$ cat src/rtl/mem_access.sv
// mem_access: RV32 memory stage; byte/half/word load/store over a req/gnt/rvalid port, registered MD_* bus.
module mem_access #(
    parameter int XLEN        = 32,
    parameter int INSTR_WIDTH = 32
) (
    input  logic                   clk_i,
    input  logic                   rst_n_i,
    input  logic                   E_valid_i,
    input  logic [INSTR_WIDTH-1:0] E_instr_i,
    input  logic [XLEN-1:0]        E_valE_i,
    input  logic [XLEN-1:0]        E_valB_i,
    input  logic                   E_sel_reg_i,
    input  logic                   E_mem_rd_i,
    input  logic                   E_mem_wr_i,
    input  logic [2:0]             E_funct3_i,
    input  logic [4:0]             E_rd_i,
    input  logic                   E_wb_en_i,
    output logic                   M_stall_o,
    output logic                   dmem_req_o,
    output logic                   dmem_we_o,
    output logic [XLEN-1:0]        dmem_addr_o,
    output logic [XLEN-1:0]        dmem_wdata_o,
    output logic [3:0]             dmem_wstrb_o,
    input  logic                   dmem_gnt_i,
    input  logic                   dmem_rvalid_i,
    input  logic [XLEN-1:0]        dmem_rdata_i,
    output logic                   MD_valid_o,
    output logic [INSTR_WIDTH-1:0] MD_instr_o,
    output logic                   MD_sel_reg_o,
    output logic [XLEN-1:0]        MD_valE_o,
    output logic [XLEN-1:0]        MD_valM_o,
    output logic [4:0]             MD_rd_o,
    output logic                   MD_wb_en_o,
    output logic                   MD_misalign_o
);
    typedef enum logic [1:0] {IDLE, REQ, WAIT_R} state_t;
    state_t state, state_nxt;
    logic                   is_mem, misalign, accept, done;
    logic [7:0]             byte_v;
    logic [15:0]            half_v;
    logic [XLEN-1:0]        load_val;
    logic [INSTR_WIDTH-1:0] instr_q;
    logic [XLEN-1:0]        valE_q;
    logic [2:0]             funct3_q;
    logic [4:0]             rd_q;
    logic                   sel_q, wb_q;

    always_comb begin
        is_mem    = E_mem_rd_i | E_mem_wr_i;
        misalign  = E_funct3_i[1:0] == 2'b00 ? 1'b0 :
                    E_funct3_i[1:0] == 2'b01 ? E_valE_i[0] : |E_valE_i[1:0];
        accept    = state == IDLE && E_valid_i;
        done      = (state == REQ && dmem_gnt_i && dmem_we_o) || (state == WAIT_R && dmem_rvalid_i);
        M_stall_o = state != IDLE;
        dmem_req_o = state == REQ;
        byte_v    = 8'(dmem_rdata_i >> {valE_q[1:0], 3'b000});
        half_v    = valE_q[1] ? dmem_rdata_i[31:16] : dmem_rdata_i[15:0];
        load_val  = funct3_q == 3'b000 ? {{24{byte_v[7]}}, byte_v} :
                    funct3_q == 3'b001 ? {{16{half_v[15]}}, half_v} :
                    funct3_q == 3'b100 ? {24'b0, byte_v} :
                    funct3_q == 3'b101 ? {16'b0, half_v} : dmem_rdata_i;
        state_nxt = state;
        case (state)
            IDLE:    state_nxt = accept && is_mem && !misalign ? REQ : IDLE;
            REQ:     state_nxt = !dmem_gnt_i ? REQ : dmem_we_o ? IDLE : WAIT_R;
            WAIT_R:  state_nxt = dmem_rvalid_i ? IDLE : WAIT_R;
            default: state_nxt = IDLE;
        endcase
    end

    always_ff @(posedge clk_i) begin
        state <= !rst_n_i ? IDLE : state_nxt;
    end

    always_ff @(posedge clk_i) begin
        if (!rst_n_i) begin
            dmem_we_o     <= 1'b0;
            dmem_addr_o   <= '0;
            dmem_wdata_o  <= '0;
            dmem_wstrb_o  <= '0;
            instr_q       <= '0;
            valE_q        <= '0;
            funct3_q      <= '0;
            rd_q          <= '0;
            sel_q         <= 1'b0;
            wb_q          <= 1'b0;
            MD_valid_o    <= 1'b0;
            MD_instr_o    <= '0;
            MD_sel_reg_o  <= 1'b0;
            MD_valE_o     <= '0;
            MD_valM_o     <= '0;
            MD_rd_o       <= '0;
            MD_wb_en_o    <= 1'b0;
            MD_misalign_o <= 1'b0;
        end else begin
            MD_valid_o <= 1'b0;
            if (accept && is_mem && !misalign) begin
                instr_q      <= E_instr_i;
                valE_q       <= E_valE_i;
                funct3_q     <= E_funct3_i;
                rd_q         <= E_rd_i;
                sel_q        <= E_sel_reg_i;
                wb_q         <= E_wb_en_i;
                dmem_we_o    <= E_mem_wr_i;
                dmem_addr_o  <= {E_valE_i[XLEN-1:2], 2'b00};
                dmem_wdata_o <= E_funct3_i[1:0] == 2'b00 ? {4{E_valB_i[7:0]}} :
                                E_funct3_i[1:0] == 2'b01 ? {2{E_valB_i[15:0]}} : E_valB_i;
                dmem_wstrb_o <= E_funct3_i[1:0] == 2'b00 ? 4'b0001 << E_valE_i[1:0] :
                                E_funct3_i[1:0] == 2'b01 ? (E_valE_i[1] ? 4'b1100 : 4'b0011) : 4'b1111;
            end else if (accept) begin
                // misaligned memory ops complete here as a flagged, non-writing pass-through
                MD_valid_o    <= 1'b1;
                MD_instr_o    <= E_instr_i;
                MD_sel_reg_o  <= E_sel_reg_i;
                MD_valE_o     <= E_valE_i;
                MD_valM_o     <= '0;
                MD_rd_o       <= E_rd_i;
                MD_wb_en_o    <= E_wb_en_i & ~(is_mem & misalign);
                MD_misalign_o <= is_mem & misalign;
            end else if (done) begin
                MD_valid_o    <= 1'b1;
                MD_instr_o    <= instr_q;
                MD_sel_reg_o  <= sel_q;
                MD_valE_o     <= valE_q;
                MD_valM_o     <= dmem_we_o ? '0 : load_val;
                MD_rd_o       <= rd_q;
                MD_wb_en_o    <= wb_q;
                MD_misalign_o <= 1'b0;
            end
        end
    end
endmodule
$ cat config.mk
export PLATFORM = sky130hd
export DESIGN_NAME = mem_access
export DESIGN_NICKNAME = d
export VERILOG_FILES = /design/src/rtl/mem_access.sv
export SDC_FILE = /design/constraint.sdc
export NUM_CORES = 1
export LEC_CHECK = 0
export ABC_AREA = 0
export ABC_CLOCK_PERIOD_IN_PS = 2000
export BUFFER_PORTS_ARGS = -buffer_cell sky130_fd_sc_hd__buf_2
export CORE_MARGIN = 2
export CORE_UTILIZATION = 32
export DETAILED_ROUTE_END_ITERATION = 8
export PLACE_DENSITY = 0.61
export SLEW_MARGIN = 20
export SYNTH_ARGS = -nofsm -noshare
export SYNTH_HDL_FRONTEND = slang
export SYNTH_SLANG_ARGS = --single-unit
$ cat constraint.sdc
create_clock -name clk_i -period 2 [get_ports clk_i]
set_input_delay 0.4 -clock clk_i [delete_from_list [all_inputs] [get_ports clk_i]]
set_output_delay 0.4 -clock clk_i [all_outputs]
set_load 0.01 [all_outputs]
==> key figures <==
Run status
  • Status: complete, no violations

Synthesis
  • Post-Syn Area per Cell: 8.886 um^2
  • Largest cells by area after synthesis: dfxtp_1 (47%), mux2i_1 (11%), a21oi_1 (9.0%)
  • Post-synthesis register bit count: 218
  • Xor-xnor portion of the synthesized cell area: 0
  • Largest family of logic cells by synthesized area: compound AO/OA/AOI/OAI gates
  • Gate count of the mapped netlist: 1055
  • Syn. warnings: 0
  • Yosys top cell by area: dfxtp_1
  • Most frequent cells after synthesis: dfxtp_1 (218), nand2_1 (202), a21oi_1 (168)
  • Compound-cell area share of the yosys netlist: 0.2382
  • Synth Flop Type: dfxtp_1
  • Yosys top cell area share: 0.4655
  • Mux cell area share after synthesis: 0.1081
  • Number of distinct library cells after synthesis: 50
  • Simple logic cell fraction of the synthesized area: 0.1130
  • Async SR Flop Fraction: 0
  • Synth Cell Area: 9375 um^2
  • Most frequent cell after synthesis: dfxtp_1
  • Post-synthesis adder-cell area fraction: 0
  • Register area share after synthesis: 0.4655
  • EDFF count, synth: 0

Clocking
  • Max Root-Sink Buffers: 3
  • CTS sink count: 218
  • Htree depth: 1
  • Worst-Skew Late Latency: 0.52 ns
  • CTS tree: built
  • CTS Root Cell: clkbuf_16
  • Clk pin slew, worst setup/hold paths: 0.06 ns
  • CTS buffer count: 25

Timing
  • Setup TNS: 0 ns
  • Worst relative slew slack: 0.5660
  • Slew Limit Fails: 0
  • Tcrit/Tclk final: 0.9257
  • Clock skew: 0.01072 ns
  • Least-Margin Pin Slew: 0.6504 ns
  • Hold Violations, Final: 0
  • RSZ-0062 raised after global routing: false
  • Final setup vio count: 0
  • Fin crit period: 1.851 ns
  • WHS: 0.1211 ns
  • Fmax: 0.5401 GHz

Global route
  • First-pass GRT wire length: 46010 um
  • Largest net degree at the start of global routing: 95
  • Initial antenna violation count: 4
  • Vias in the first global route: 8095
  • GRT Residual Overflow: 0
  • Total track usage: 0.1840

Setup path
  • CP Data Required Time: 1.60 ns
  • Critical Path AT: 1.45 ns
  • Slowest cell delay on critical path: 0.32 ns
  • Slowest stage cell, crit path: dfxtp_1
  • Cell Chain, Critical Path: buf_4, nor2b_1, buf_2
  • CP Capture Type: output port
  • Setup CP Type: flip-flop to output port
  • Worst setup SP type: flip-flop
  • Crit Path Max Fanout: 7

Power and ir drop
  • Power Dens Cells: 957.5 nW/um^2
  • Combinational share of power: 0.159
  • Clock power frac: 0.434
  • Reg power frac: 0.407
  • Leakage: 5.300 nW
  • Switching part of the total: 0.2610
  • Peak supply drop: 0.0006816 V
  • Cell internal pwr: 0.008681 W
  • NetSw: 0.003065 W

Routing
  • Vias/cell: 5.038
  • DRC Markers: 0
  • DR WL/cell: 17.14 um
  • DRT Pass-1 Iters: 5
  • WL final: 29450 um
  • Vias: 8655
  • Post-route ant nets: 0
  • 1st-iter DRT viols: 637

Placement
  • IO buf count: 318
  • Dpl hpwl: 20370 um
  • Placed cell count: 1672
  • Final GP Congestion: 0.8961

Hold path
  • Hold Crit Class: input pin to flip-flop

Die
  • # rows: 62
  • Die Area: 30680 um^2
  • Starting Density: 0.3258
  • Height of the die: 175.2 um
  • Core area: 28780 um^2
  • Die Wd: 175.2 um
  • IO Pins: 321

Layout
  • Share of cells above drive strength 1: 0.3121
  • Post-layout nets: 1463
  • Final Non-Filler Cells: 1718
  • Final core occ: 0.4262
  • Filler instances: 2886
  • Synthesis-to-finish area growth: 30.84%

Run
  • Number of max-cap violations: 0
==> power groups by stage <==
stage | clock (W) | sequential (W) | combinational, W
final | 0.00509 | 0.00478 | 0.00187
after global routing | 0.00537 | 0.00482 | 0.00205
after floorplan | 0 | 0.00496 | 0.00101
after CTS | 0.00520 | 0.00478 | 0.00189
after detailed placement | 0 | 0.00487 | 0.00188
after global placement | 0 | 0.00486 | 0.00186
==> layout make-up <==
class                           count  area (um^2)  area share
Timing Repair Buffer              363         2130      0.1736
Multi-Input combinational cell    704         4348      0.3544
Antenna cell                        1        2.502   0.0002040
Tap cell                          384        480.5     0.03917
Clock inverter                      9        198.9     0.01622
Clock buffer                       33        715.7     0.05834
Sequential cell                   218         4364      0.3558
Inverter                            6        27.53    0.002244
==> placed cells by master, fill, tap and decap left out, drive strengths merged, types with 2 or more instances in the layout <==
master   instances
o2111ai          2
nor3b            2
a221o           16
conb             2
nor3             6
a311oi           9
clkbuf          33
clkinv           2
a21oi          168
a2111oi          3
a22o             9
bufinv           6
nor2b            5
o2bb2ai         10
nand2          203
buf            363
o21ai           20
nand2b           5
inv              7
nor2            31
a211oi          80
a2bb2oi          8
mux2i           99
dfxtp          218
o22ai            9
o21a             2
==> what timing repair did <==
action | in CTS | in global routing
setup buffers | 0 | 3
endpoints found under the setup margin | 0 | 28
gates resized for setup | 0 | 1
hold buffers | 0 | 0
endpoints found under the hold margin | 0 | 0
==> worst max-delay path: cells and delay by family (launching register included) <==
kind                   cells  cell delay, ns
AND/OR/NAND/NOR            1            0.24
flip-flops                 1            0.32
buffers and inverters      2            0.37
==> state kept, by name, indices dropped and copies added, names as in the netlist, 3 cells and up <==
signal and cells:
valE_q 32, MD_instr_o 32, instr_q 32, funct3_q 3
MD_valE_o 32, MD_rd_o 5, dmem_wdata_o 32, rd_q 5
MD_valM_o 32, dmem_wstrb_o 4
==> kinds of logic after synthesis <==
| family | Yosys count |
|---|---|
| AND/OR/NAND/NOR | 259 |
| buffers and inverters | 134 |
| other | 1 |
| multiplexers | 100 |
| flip-flops | 218 |
| AO/OA/AOI/OAI | 343 |
==> worst paths after layout <==
check                                               from                   endpoint  slack [ns]  cells past startpoint
worst min-delay path                         E_valE_i[7]     valE_q[7]$_SDFFE_PN0N_        0.12                      3
worst min register to register  instr_q[28]$_SDFFE_PN0N_   instr_q[28]$_SDFFE_PN0N_        0.45                      2
worst max-delay path                 state[0]$_SDFF_PN0_                 dmem_req_o        0.15                      3
worst max register to register       state[1]$_SDFF_PN0_  MD_valE_o[0]$_SDFFE_PN0P_        0.26                      8
==> layer usage <==
layer,up-vias,GRT usage,share of wire
li1,4259,-,-
met1,4047,0.2413,0.43
met2,295,0.3020,0.46
met3,50,0.04286,0.074
met4,4,0.05243,0.027
met5,-,0,0.00088
==> through the flow <==
step	cell area, um^2	worst slack [ns]	total power [W]
6_report	12270	0.1485	0.01175
5_1_grt	12260	0.002889	0.01224
4_1_cts	12230	0.03045	0.01187
3_5_place_dp	11310	-0.08641	0.006756
3_3_place_gp	11310	-0.005855	0.006724
2_1_floorplan	9379	0.3089	0.005966
(Power assumes the default switching activity.)
